$ cat src/rtl/wisc_pkg.sv
// Shared types and opcode constants for the WISC multicycle control path.
// Imported by the opcode classifier and the control FSM.
package wisc_pkg;

    typedef enum logic [2:0] {
        S_FETCH,
        S_DECODE,
        S_EXEC,
        S_MEM,
        S_WB,
        S_HALT,
        S_ERR
    } state_t;

    localparam logic [4:0] OP_HALT = 5'b00000;
    localparam logic [4:0] OP_NOP  = 5'b00001;
    localparam logic [4:0] OP_J    = 5'b00100;
    localparam logic [4:0] OP_JR   = 5'b00101;
    localparam logic [4:0] OP_JAL  = 5'b00110;
    localparam logic [4:0] OP_JALR = 5'b00111;
    localparam logic [4:0] OP_ST   = 5'b10000;
    localparam logic [4:0] OP_LD   = 5'b10001;
    localparam logic [4:0] OP_SLBI = 5'b10010;
    localparam logic [4:0] OP_STU  = 5'b10011;
    localparam logic [4:0] OP_LBI  = 5'b11000;

    // Jumps are 001xx, conditional branches are 011xx.
    localparam logic [2:0] OP_JMP_PREFIX = 3'b001;
    localparam logic [2:0] OP_BR_PREFIX  = 3'b011;

    typedef enum logic [1:0] {
        WB_ALU  = 2'b00,
        WB_MEM  = 2'b01,
        WB_LINK = 2'b10
    } wb_sel_t;

    typedef struct packed {
        logic    writes_reg;
        wb_sel_t wb_sel;
        logic    is_mem;
        logic    is_store;
        logic    is_jump;
        logic    is_branch;
        logic    is_halt;
        logic    is_nop;
    } op_class_t;

    localparam int WAIT_W = 4;

endpackage

$ cat src/rtl/multicycle_ctrl_opcode_class.sv
// Combinational classification of a 5-bit WISC opcode into the attributes
// the control FSM branches on.
module opcode_class
    import wisc_pkg::*;
(
    input  logic [4:0] opcode,
    output op_class_t  cls
);

    // NOTE: every field gets a default before the case so no latch is inferred.
    always_comb begin
        cls            = '0;
        cls.wb_sel     = WB_ALU;
        cls.is_halt    = (opcode == OP_HALT);
        cls.is_nop     = (opcode == OP_NOP);
        cls.is_jump    = (opcode[4:2] == OP_JMP_PREFIX);
        cls.is_branch  = (opcode[4:2] == OP_BR_PREFIX);
        cls.is_store   = (opcode == OP_ST) || (opcode == OP_STU);
        cls.is_mem     = (opcode == OP_ST) || (opcode == OP_STU) || (opcode == OP_LD);

        casez (opcode)
            5'b010??, 5'b101??, 5'b11???, OP_SLBI, OP_STU: cls.writes_reg = 1'b1;
            OP_LD: begin
                cls.writes_reg = 1'b1;
                cls.wb_sel     = WB_MEM;
            end
            OP_JAL, OP_JALR: begin
                cls.writes_reg = 1'b1;
                cls.wb_sel     = WB_LINK;
            end
            default: ;
        endcase
    end

endmodule

$ cat src/rtl/multicycle_ctrl.sv
// Multicycle control FSM: fetch / decode / execute / memory / writeback over a
// shared ready-handshaked memory, with sticky halt and memory time-out states.
module multicycle_ctrl
    import wisc_pkg::*;
#(
    parameter int MAX_WAIT = 15
) (
    input  logic       clk,
    input  logic       rst_n,
    input  logic [4:0] opcode,
    input  logic       br_taken,
    input  logic       mem_rdy,
    output logic       mem_req,
    output logic       mem_wr,
    output logic       ir_en,
    output logic       pc_en,
    output logic       pc_src,
    output logic       reg_write,
    output logic [1:0] wb_sel,
    output logic       halted,
    output logic       err
);

    state_t              state, state_nxt;
    logic [WAIT_W-1:0]   wait_cnt, wait_nxt;
    logic                wait_expired;
    op_class_t           cls;

    opcode_class u_opcode_class (
        .opcode (opcode),
        .cls    (cls)
    );

    // The current cycle is wait-cycle wait_cnt+1; the last allowed one is MAX_WAIT.
    assign wait_expired = (wait_cnt == WAIT_W'(MAX_WAIT - 1)) && !mem_rdy;

    // NOTE: state is updated with non-blocking assignments only; all decode is in always_comb.
    always_ff @(posedge clk or negedge rst_n) begin
        if (!rst_n) begin
            state    <= S_FETCH;
            wait_cnt <= '0;
        end else begin
            state    <= state_nxt;
            wait_cnt <= wait_nxt;
        end
    end

    always_comb begin
        state_nxt = state;
        wait_nxt  = '0;
        mem_req   = 1'b0;
        mem_wr    = 1'b0;
        ir_en     = 1'b0;
        pc_en     = 1'b0;
        pc_src    = 1'b0;
        reg_write = 1'b0;
        wb_sel    = WB_ALU;
        halted    = 1'b0;
        err       = 1'b0;

        unique case (state)
            S_FETCH: begin
                mem_req = 1'b1;
                if (mem_rdy) begin
                    ir_en     = 1'b1;
                    pc_en     = 1'b1;
                    state_nxt = S_DECODE;
                end else if (wait_expired) begin
                    state_nxt = S_ERR;
                end else begin
                    wait_nxt = wait_cnt + 1'b1;
                end
            end
            S_DECODE: begin
                if (cls.is_halt)     state_nxt = S_HALT;
                else if (cls.is_nop) state_nxt = S_FETCH;
                else                 state_nxt = S_EXEC;
            end
            S_EXEC: begin
                if (cls.is_jump || (cls.is_branch && br_taken)) begin
                    pc_en  = 1'b1;
                    pc_src = 1'b1;
                end
                if (cls.is_mem)          state_nxt = S_MEM;
                else if (cls.writes_reg) state_nxt = S_WB;
                else                     state_nxt = S_FETCH;
            end
            S_MEM: begin
                mem_req = 1'b1;
                mem_wr  = cls.is_store;
                if (mem_rdy) begin
                    state_nxt = cls.writes_reg ? S_WB : S_FETCH;
                end else if (wait_expired) begin
                    state_nxt = S_ERR;
                end else begin
                    wait_nxt = wait_cnt + 1'b1;
                end
            end
            S_WB: begin
                reg_write = 1'b1;
                wb_sel    = cls.wb_sel;
                state_nxt = S_FETCH;
            end
            S_HALT: halted = 1'b1;
            S_ERR:  err    = 1'b1;
            default: state_nxt = S_FETCH;
        endcase

        // NOTE: outputs are forced low while reset is held so no strobe (e.g. a WB write) survives it.
        if (!rst_n) begin
            mem_req   = 1'b0;
            mem_wr    = 1'b0;
            ir_en     = 1'b0;
            pc_en     = 1'b0;
            pc_src    = 1'b0;
            reg_write = 1'b0;
            wb_sel    = WB_ALU;
            halted    = 1'b0;
            err       = 1'b0;
        end
    end

endmodule

$ cat config.mk
export PLATFORM = sky130hd
export DESIGN_NAME = multicycle_ctrl
export DESIGN_NICKNAME = d
export VERILOG_FILES = /design/src/rtl/wisc_pkg.sv /design/src/rtl/multicycle_ctrl_opcode_class.sv /design/src/rtl/multicycle_ctrl.sv
export SDC_FILE = /design/constraint.sdc
export NUM_CORES = 1
export LEC_CHECK = 0
export ABC_AREA = 1
export BUFFER_PORTS_ARGS = -buffer_cell sky130_fd_sc_hd__clkbuf_2
export CORE_AREA = 2 2 39 41
export CTS_CLUSTER_DIAMETER = 30
export DETAILED_ROUTE_END_ITERATION = 8
export DIE_AREA = 0 0 41 43
export GPL_TIMING_DRIVEN = 0
export PLACE_DENSITY_LB_ADDON = 0.12
export REMOVE_ABC_BUFFERS = 1
export SYNTH_ARGS = -nofsm -noshare
export SYNTH_HDL_FRONTEND = slang
export SYNTH_SLANG_ARGS = --single-unit
$ cat constraint.sdc
create_clock -name clk -period 2.02 [get_ports clk]
set_input_delay 0.101 -clock clk [delete_from_list [all_inputs] [get_ports clk]]
set_output_delay 0.101 -clock clk [all_outputs]
set_load 0.02 [all_outputs]
==> flow_summary.toml, run 1 <==
[cts]
htree_num_levels = 1
cts_hold_buffers = 1
postCtsSetupRepairBufs = 0
cts_made_buffers = 3
path_clk_slew_ns = 0.05
insertion_delay_ns = 0.24
root_buffer = "clkbuf_4"
clkSinkCount = 7
cts_tree = "done"
cts_resized = 0
clk_path_buf_depth = 2

[yosys]
synth_common_cells = "18 x nand2_1, 16 x nor2_1, 14 x inv_1, 7 x dfrtp_1, 7 x nand4_1"
synth_xor_area_share_pct = 2.851
syn_avg_cell_area_um2 = 6.751
ys.flop_type = "dfrtp_1"
synth_cell_type_count = 22
synth-edff-count = 0
syn_inst = 91
synth_compound_area_share_pct = 9.369
synth.area.top_cells = "dfrtp_1 29%, nand2_1 11%, nor2_1 9.8%"
synth_top_area_share_pct = 28.51
post-synth-top-area-cell = "dfrtp_1"
yosys_warnings = 0
yosysSeqAreaShare_pct = 28.51
yosys.area_share.simple_pct = 43.58
synth_top_family_by_area = "simple AND/OR/NAND/NOR gates"
yosys.cell_count.top_type = "nand2_1"
synth_area_um2 = 614.3
synth-async-reset-ratio_pct = 100.0
synthAdderAreaFrac_pct = 4.073
synthMuxAreaShare_pct = 0
ys_ff_latch = 7

[routing]
vias_per_cell = 4.869
drtAntennaViolNets = 0
routed_wl_mm = 1.257
initialDrtViolationCount = 9
vias = 633
dr.pass1.iters = 4
wire_per_inst_um = 9.669
drc = 0

[pwr]
p_int_mw = 0.3871
ir_drop_mv = 0.5983
switchingPower_mw = 0.3483
power.share.sequential_pct = 32.2
p_leak_nw = 0.4156
clock_power_share_pct = 16.3
swShare_pct = 47.36
power_frac_comb_pct = 51.5
powerDensity_nw_per_um2 = 966.7

[timing]
rsz0062_at_grt = "false"
final_max_slew_viol_count = 0
period_needed_ns = 1.726
hold_violations = 0
tightest_slew_ns = 0.2641
clock_skew_ns = 0.003029
finalSetupTns_ns = 0
whs_ns = 0.2169
fmax_ghz = 0.5795
slew_headroom_pct = 82.33
fin_crit_sh_pct = 85.43
setup_viol = 0

[floorplanning]
placementRows = 14
dieArea_um2 = 1763
die_x_um = 41
ios = 19
core_region_area_um2 = 1384
fp.dieH_um = 43
initial_core_util_pct = 44.39

[worst_setup_path]
cp.required_ns = 1.92
cp-end-kind = "primary output"
crit_type = "primary input to primary output"
arrival_ns = 1.62
worstRegToRegCells = 8
critPathMaxFanout = 8
start_kind = "primary input"

[layout]
nets = 126
n_antenna_cell = 0
syn_to_final_growth_pct = 23.83
fin_area_um2 = 760.7
fillers = 151
drive_above_1_share_pct = 29.82

[global_routing]
grt_pass1_vias = 555
grt.total_usage_pct = 17.82
grt_max_degree = 9
grt_first_pass_wirelength_mm = 2.083
antenna_found_initial = 0
grt_overflow = 0

[place]
placedInstanceArea_um2 = 724.4
place.detailed.hpwl_mm = 1.073
portBuffers = 18
gp_congestion = 0.8451

[worst_hold_path]
min-delay-path-class = "primary input to flop"
whs_path_depth = 4

[run]
drv_cap = 0

[status]
outcome = "complete, no violations"
-- worst max-delay path: stages --
cell	delay [ns]
dlygate4sd3_1	0.53
clkbuf_2	0.20
inv_1	0.17
nor3_2	0.23
inv_2	0.07
nor4_2	0.12
clkbuf_2	0.20
-- cell families (layout without fill, tap and decap cells) --
group | after synthesis | count (layout)
XOR/XNOR | 2 | 2
adder cells (fa/ha/maj) | 2 | 2
buffers and inverters | 19 | 42
AND/OR/NAND/NOR | 53 | 53
flip-flops | 7 | 7
AO/OA/AOI/OAI | 8 | 8
-- final cells by class --
| class | instances | area, µm² | area share [%] |
|---|---|---|---|
| Tap cell | 16 | 20.02 | 2.632 |
| Multi-Input combinational cell | 65 | 367.9 | 48.36 |
| Inverter | 19 | 71.32 | 9.375 |
| Clock buffer | 4 | 26.28 | 3.454 |
| Timing Repair Buffer | 19 | 100.1 | 13.16 |
| Sequential cell | 7 | 175.2 | 23.03 |
-- state kept, by name (all words and copies together) (netlist names) --
register,cells
state,3
wait_cnt,4
-- power groups by stage --
stage	Clock (mW)	Sequential, mW	Combinational, mW
after floorplan	0	0.227	0.294
after global placement	0	0.238	0.381
after detailed placement	0	0.237	0.382
after CTS	0.126	0.235	0.385
after global routing	0.131	0.245	0.441
final	0.120	0.237	0.379
-- stage by stage --
stage          util (%)  power, mW  worst slack [ns]  cells
2_1_floorplan         -     0.5213            0.5008     91
3_3_place_gp      52.35     0.6188            0.7178    125
3_5_place_dp      52.35     0.6199            0.7158    125
4_1_cts           54.97     0.7465            0.2574    130
5_1_grt           54.97     0.8168           0.09808    130
6_report          54.97     0.7354            0.2942    130
-- metal layers --
metal / vias to the layer above / wire length (µm) / GRT usage, %
li1: 342 / - / -
met1: 273 / 550 / 20.20
met2: 18 / 639 / 27.81
met3: 0 / 67 / 3.141
met4: 0 / 0 / 13.33
met5: - / 0 / 0
-- placed cells by master, fill, tap and decap left out, drive strengths merged --
cell	instances
nor2	17
nand3	7
a21oi	3
inv	19
nor4	1
xor2	1
o2111ai	1
o211ai	1
o21ai	1
a31o	1
dlygate4sd3	1
a211oi	1
ha	2
clkbuf	22
xnor2	1
nand4	7
dfrtp	7
nand2	19
nor3	2
-- path summary, 6_finish.rpt --
kind	from	endpoint	slack, ns
setup / recovery	rst_n	wb_sel[0]	0.29
hold / removal	mem_rdy	wait_cnt[3]	0.22
setup reg to reg	wait_cnt[0]	state[2]	0.74
hold reg to reg	wait_cnt[0]	wait_cnt[0]	0.47
max in group asynchronous	rst_n	wait_cnt[0]	1.62
min in group asynchronous	rst_n	state[0]	0.23
Power figures use the tool's default switching activity.
==> inputs of run 2 (changes only) <==
- BUFFER_PORTS_ARGS: -buffer_cell sky130_fd_sc_hd__clkbuf_2 -> not set
- DONT_BUFFER_PORTS: not set -> 1
- clock period: 2.02 -> 1.92 ns (I/O delays scaled with it)
==> flow_summary.toml, run 2 (synthesis gave the netlist of run 1 again) <==
[status]
outcome = "complete, no violations"

[layout]
fillers = 153
multiInputGateArea_um2 = 385.4
largest_reg_flops = 4
top_register = "wait_cnt"
final_cell_mix = "18 x nand2_1, 15 x nor2_1, 14 x inv_1, 7 x nand4_1, 7 x dfrtp_1"
top_regs = "wait_cnt x4, state x3"
fin_util_pct = 49.73
syn_to_final_growth_pct = 12.02
n_antenna_cell = 0
nets = 108
instances_no_fill = 112
drive_above_1_share_pct = 17.71
register_area_um2 = 175.2
final_common_cell = "nand2_1"

[place]
portBuffers = 0
pre_cts_slack_ns = 0.2786
place.detailed.hpwl_mm = 1.077
placed_cells = 107
gp_congestion = 0.7204

[global_routing]
grt_first_pass_wirelength_mm = 2.111
grt_pass1_vias = 555
grt_overflow = 0
antenna_found_initial = 0
grt.total_usage_pct = 18.01
grt_max_degree = 9

[routing]
routed_wl_mm = 1.305
vias = 598
drtAntennaViolNets = 0
initialDrtViolationCount = 7
drc = 0
dr.pass1.iters = 4
vias_per_cell = 5.339
wire_per_inst_um = 11.65

[worst_setup_path]
crit_family = "simple AND/OR/NAND/NOR gates"
start_kind = "flop"
crit_type = "flop to primary output"
crit_chain = "nor2_1 -> inv_1 -> nor3_4 -> inv_2 -> nor4_4"
critPathBufInv = 2
r2r-start = "wait_cnt[0]"
cp-end-kind = "primary output"
worst_path_max_delay_cell = "dfrtp_1"
r2r_end = "state[0]"
worstRegToRegCells = 7
arrival_ns = 1.59
r2r_setup_slack_ns = 0.61
cp.required_ns = 1.82
max_stage_delay_ns = 0.45
critPathMaxFanout = 7

[floorplanning]
core_region_area_um2 = 1384
initial_core_util_pct = 44.39
fp.dieH_um = 43
placementRows = 14
dieArea_um2 = 1763
ios = 19
die_x_um = 41

[pwr]
p_leak_nw = 0.3442
powerDensity_nw_per_um2 = 1099
ir_drop_mv = 0.5274

[timing]
hold_violations = 0
clock_skew_ns = 0.001613
fmax_ghz = 0.5929
setup_viol = 0
period_needed_ns = 1.687
tightest_slew_ns = 0.7162
finalSetupTns_ns = 0
fin_crit_sh_pct = 87.84
final_max_slew_viol_count = 0
whs_ns = 0.02547
layout_setup_ws_ns = 0.2335
rsz0062_at_grt = "false"
slew_headroom_pct = 51.96

[cts]
cts_made_buffers = 3
insertion_delay_ns = 0.24
root_buffer = "clkbuf_4"
path_clk_slew_ns = 0.05
cts_tree = "done"
htree_num_levels = 1
clkSinkCount = 7
clk_path_buf_depth = 2

[worst_hold_path]
whs_path_depth = 3
holdPathEnd = "wait_cnt[1]"
hp-start = "mem_rdy"
min-delay-path-class = "primary input to flop"

[run]
drv_cap = 0
==> run 2: where the power goes <==
part	leakage [nW]	switching, mW	internal (mW)	total, mW
clock network	0.0150	0.0499	0.0790	0.129
logic	0.236	0.261	0.115	0.376
registers	0.0936	0.0591	0.192	0.251
==> run 2: what timing repair did <==
action	in CTS	in global routing
buffers inserted	0	0
gates resized for setup	1	2
hold endpoints to repair	7	0
hold buffers	1	0
setup endpoints to repair	1	2
==> run 2: stage by stage <==
stage	area (µm²)	power, mW
3_3_place_gp	634.4	0.6117
3_5_place_dp	634.4	0.6153
5_1_grt	688.2	0.8319
6_report	688.2	0.7560
2_1_floorplan	614.3	0.5484
4_1_cts	679.4	0.7620
==> run 2: tightest hold or removal path, delay by kind of cell <==
kind	cells	cell delay [ns]
buf+inv	1	0.07
simple gates	2	0.06
==> run 2: worst max-delay path by stage <==
stage	end	from	cells after the start	slack, ns
finish	wb_sel[0]	state[0]	5	0.23
global route	wb_sel[0]	state[0]	5	0.09
CTS	wb_sel[1]	state[0]	5	0.06
detailed placement	wb_sel[0]	state[0]	5	0.28
global placement	wb_sel[0]	state[0]	5	0.30
floorplan	wb_sel[0]	state[0]	5	0.41
==> run 2: cell type report <==
class,instances,share of cell area (%)
Clock buffer,4,3.818
Inverter,19,10.36
Multi-Input combinational cell,65,56.00
Sequential cell,7,25.45
Tap cell,16,2.909
Timing Repair Buffer,1,1.455
==> run 2: routing by layer <==
| layer | global-route usage, % | wire length, µm | vias to the layer above |
|---|---|---|---|
| li1 | - | - | 310 |
| met1 | 19.46 | 535 | 274 |
| met2 | 29.69 | 699 | 12 |
| met3 | 1.571 | 58 | 2 |
| met4 | 14.00 | 12 | 0 |
| met5 | 0 | 0 | - |
==> inputs of run 3 (changes only) <==
- RECOVER_POWER: not set -> 100
==> flow_summary.toml, run 3 (synthesis gave the netlist of run 1 again) <==
[global_routing]
grt_overflow = 0
grt_max_degree = 9
grt_pass1_vias = 555
antenna_found_initial = 0
grt.total_usage_pct = 18.01
grt_first_pass_wirelength_mm = 2.111

[worst_setup_path]
critPathMaxFanout = 7
crit_type = "flop to primary output"
cp.required_ns = 1.82
r2r_setup_slack_ns = 0.57
worstRegToRegCells = 7
arrival_ns = 1.62
critPathCapture = "wb_sel[1]"
cp-end-kind = "primary output"
crit_start = "state[0]"
start_kind = "flop"
r2r_end = "wait_cnt[3]"
r2r-start = "state[2]"

[floorplanning]
ios = 19
die_x_um = 41
fp.dieH_um = 43
dieArea_um2 = 1763
core_region_area_um2 = 1384
placementRows = 14
initial_core_util_pct = 44.39

[status]
outcome = "complete, no violations"

[layout]
n_antenna_cell = 0
final_common_cell = "nand2_1"
largest_reg_flops = 4
nets = 108
top_regs = "wait_cnt x4, state x3"
top_register = "wait_cnt"
final_cell_mix = "19 x nand2_1, 16 x inv_1, 16 x nor2_1, 7 x nand4_1, 7 x dfrtp_1"
drive_above_1_share_pct = 13.54
syn_to_final_growth_pct = 11.20

[place]
portBuffers = 0
place.detailed.hpwl_mm = 1.077
gp_congestion = 0.7204

[timing]
final_max_slew_viol_count = 0
finalSetupTns_ns = 0
setup_viol = 0
slew_headroom_pct = 51.96
fin_crit_sh_pct = 89.13
period_needed_ns = 1.711
tightest_slew_ns = 0.7162
rsz0062_at_grt = "false"
clock_skew_ns = 0.001759
fmax_ghz = 0.5844
hold_violations = 0

[worst_hold_path]
min-delay-path-class = "primary input to flop"

[cts]
root_buffer = "clkbuf_4"
clk_path_buf_depth = 2
postCtsSetupRepairBufs = 0
htree_num_levels = 1
insertion_delay_ns = 0.25
path_clk_slew_ns = 0.05
cts_made_buffers = 3
clkSinkCount = 7
cts_tree = "done"

[pwr]
ir_drop_mv = 0.5138
powerDensity_nw_per_um2 = 1089
p_total_mw = 0.7438
p_leak_nw = 0.3448

[run]
drv_cap = 0

[routing]
wire_per_inst_um = 11.67
initialDrtViolationCount = 4
routed_wl_mm = 1.307
vias_per_cell = 5.321
vias = 596
dr.pass1.iters = 4
drtAntennaViolNets = 0
drc = 0
## run 3: cell count changes in the layout (fill, tap and decap cells not counted)
cell     previous run  this run
inv_1              14        16
inv_2               5         3
nand2_1            18        19
nand2_2             1         0
nor2_1             15        16
nor2_2              1         0
## run 3: cell type report
type                    count  area (µm²)
multi-input cells          65       380.4
well taps                  16       20.02
inverters                  19       71.32
repair buffers              1       10.01
flip-flops and latches      7       175.2
fillers                   155       700.7
clock buffers               4       26.28
## run 3: metrics by stage
step / setup WS, ns / area (µm²) / hold slack, ns / utilization (%) / instances
2_1_floorplan: 0.4058 / 614.3 / -0.1996 / - / 91
3_3_place_gp: 0.2999 / 634.4 / -0.1994 / 45.84 / 107
3_5_place_dp: 0.2786 / 634.4 / -0.1994 / 45.84 / 107
4_1_cts: 0.06436 / 679.4 / 0.01348 / 49.10 / 112
5_1_grt: 0.06506 / 683.2 / 0.03381 / 49.37 / 112
6_report: 0.2088 / 683.2 / 0.04287 / 49.37 / 112
## run 3: per-layer routing
metal	vias up	part of all wire, %	GRT usage, %
met2	12	53	29.69
li1	309	-	-
met3	2	4.4	1.571
met5	-	0	0
met1	273	41	19.46
met4	0	0.92	14.00
## run 3: repair_timing
action,CTS,global route
hold endpoints to repair,7,0
hold buffers,1,0
setup endpoints to repair,1,2
gates resized for setup,1,2
## run 3: worst min path at each step
stage | from | end | slack, ns | cells after the start
after floorplan | rst_n | state[0] | -0.20 | 0
after global placement | rst_n | wait_cnt[3] | -0.20 | 0
after detailed placement | rst_n | state[0] | -0.20 | 0
after CTS | mem_rdy | wait_cnt[1] | 0.01 | 3
after global routing | mem_rdy | state[0] | 0.03 | 3
final | mem_rdy | state[0] | 0.04 | 3
## run 3: report_power, final
| group | internal, mW | total, mW | switching, mW | leakage, nW |
|---|---|---|---|---|
| Combinational | 0.111 | 0.365 | 0.254 | 0.236 |
| Clock | 0.0791 | 0.129 | 0.0503 | 0.0150 |
| Sequential | 0.192 | 0.249 | 0.0571 | 0.0936 |
## run 3: critical path: stages (launching register included)
cell and delay (ns):
dfrtp_1 0.44, nor2_1 0.16, inv_1 0.10, nor3_4 0.26, inv_2 0.09, nor2_1 0.32
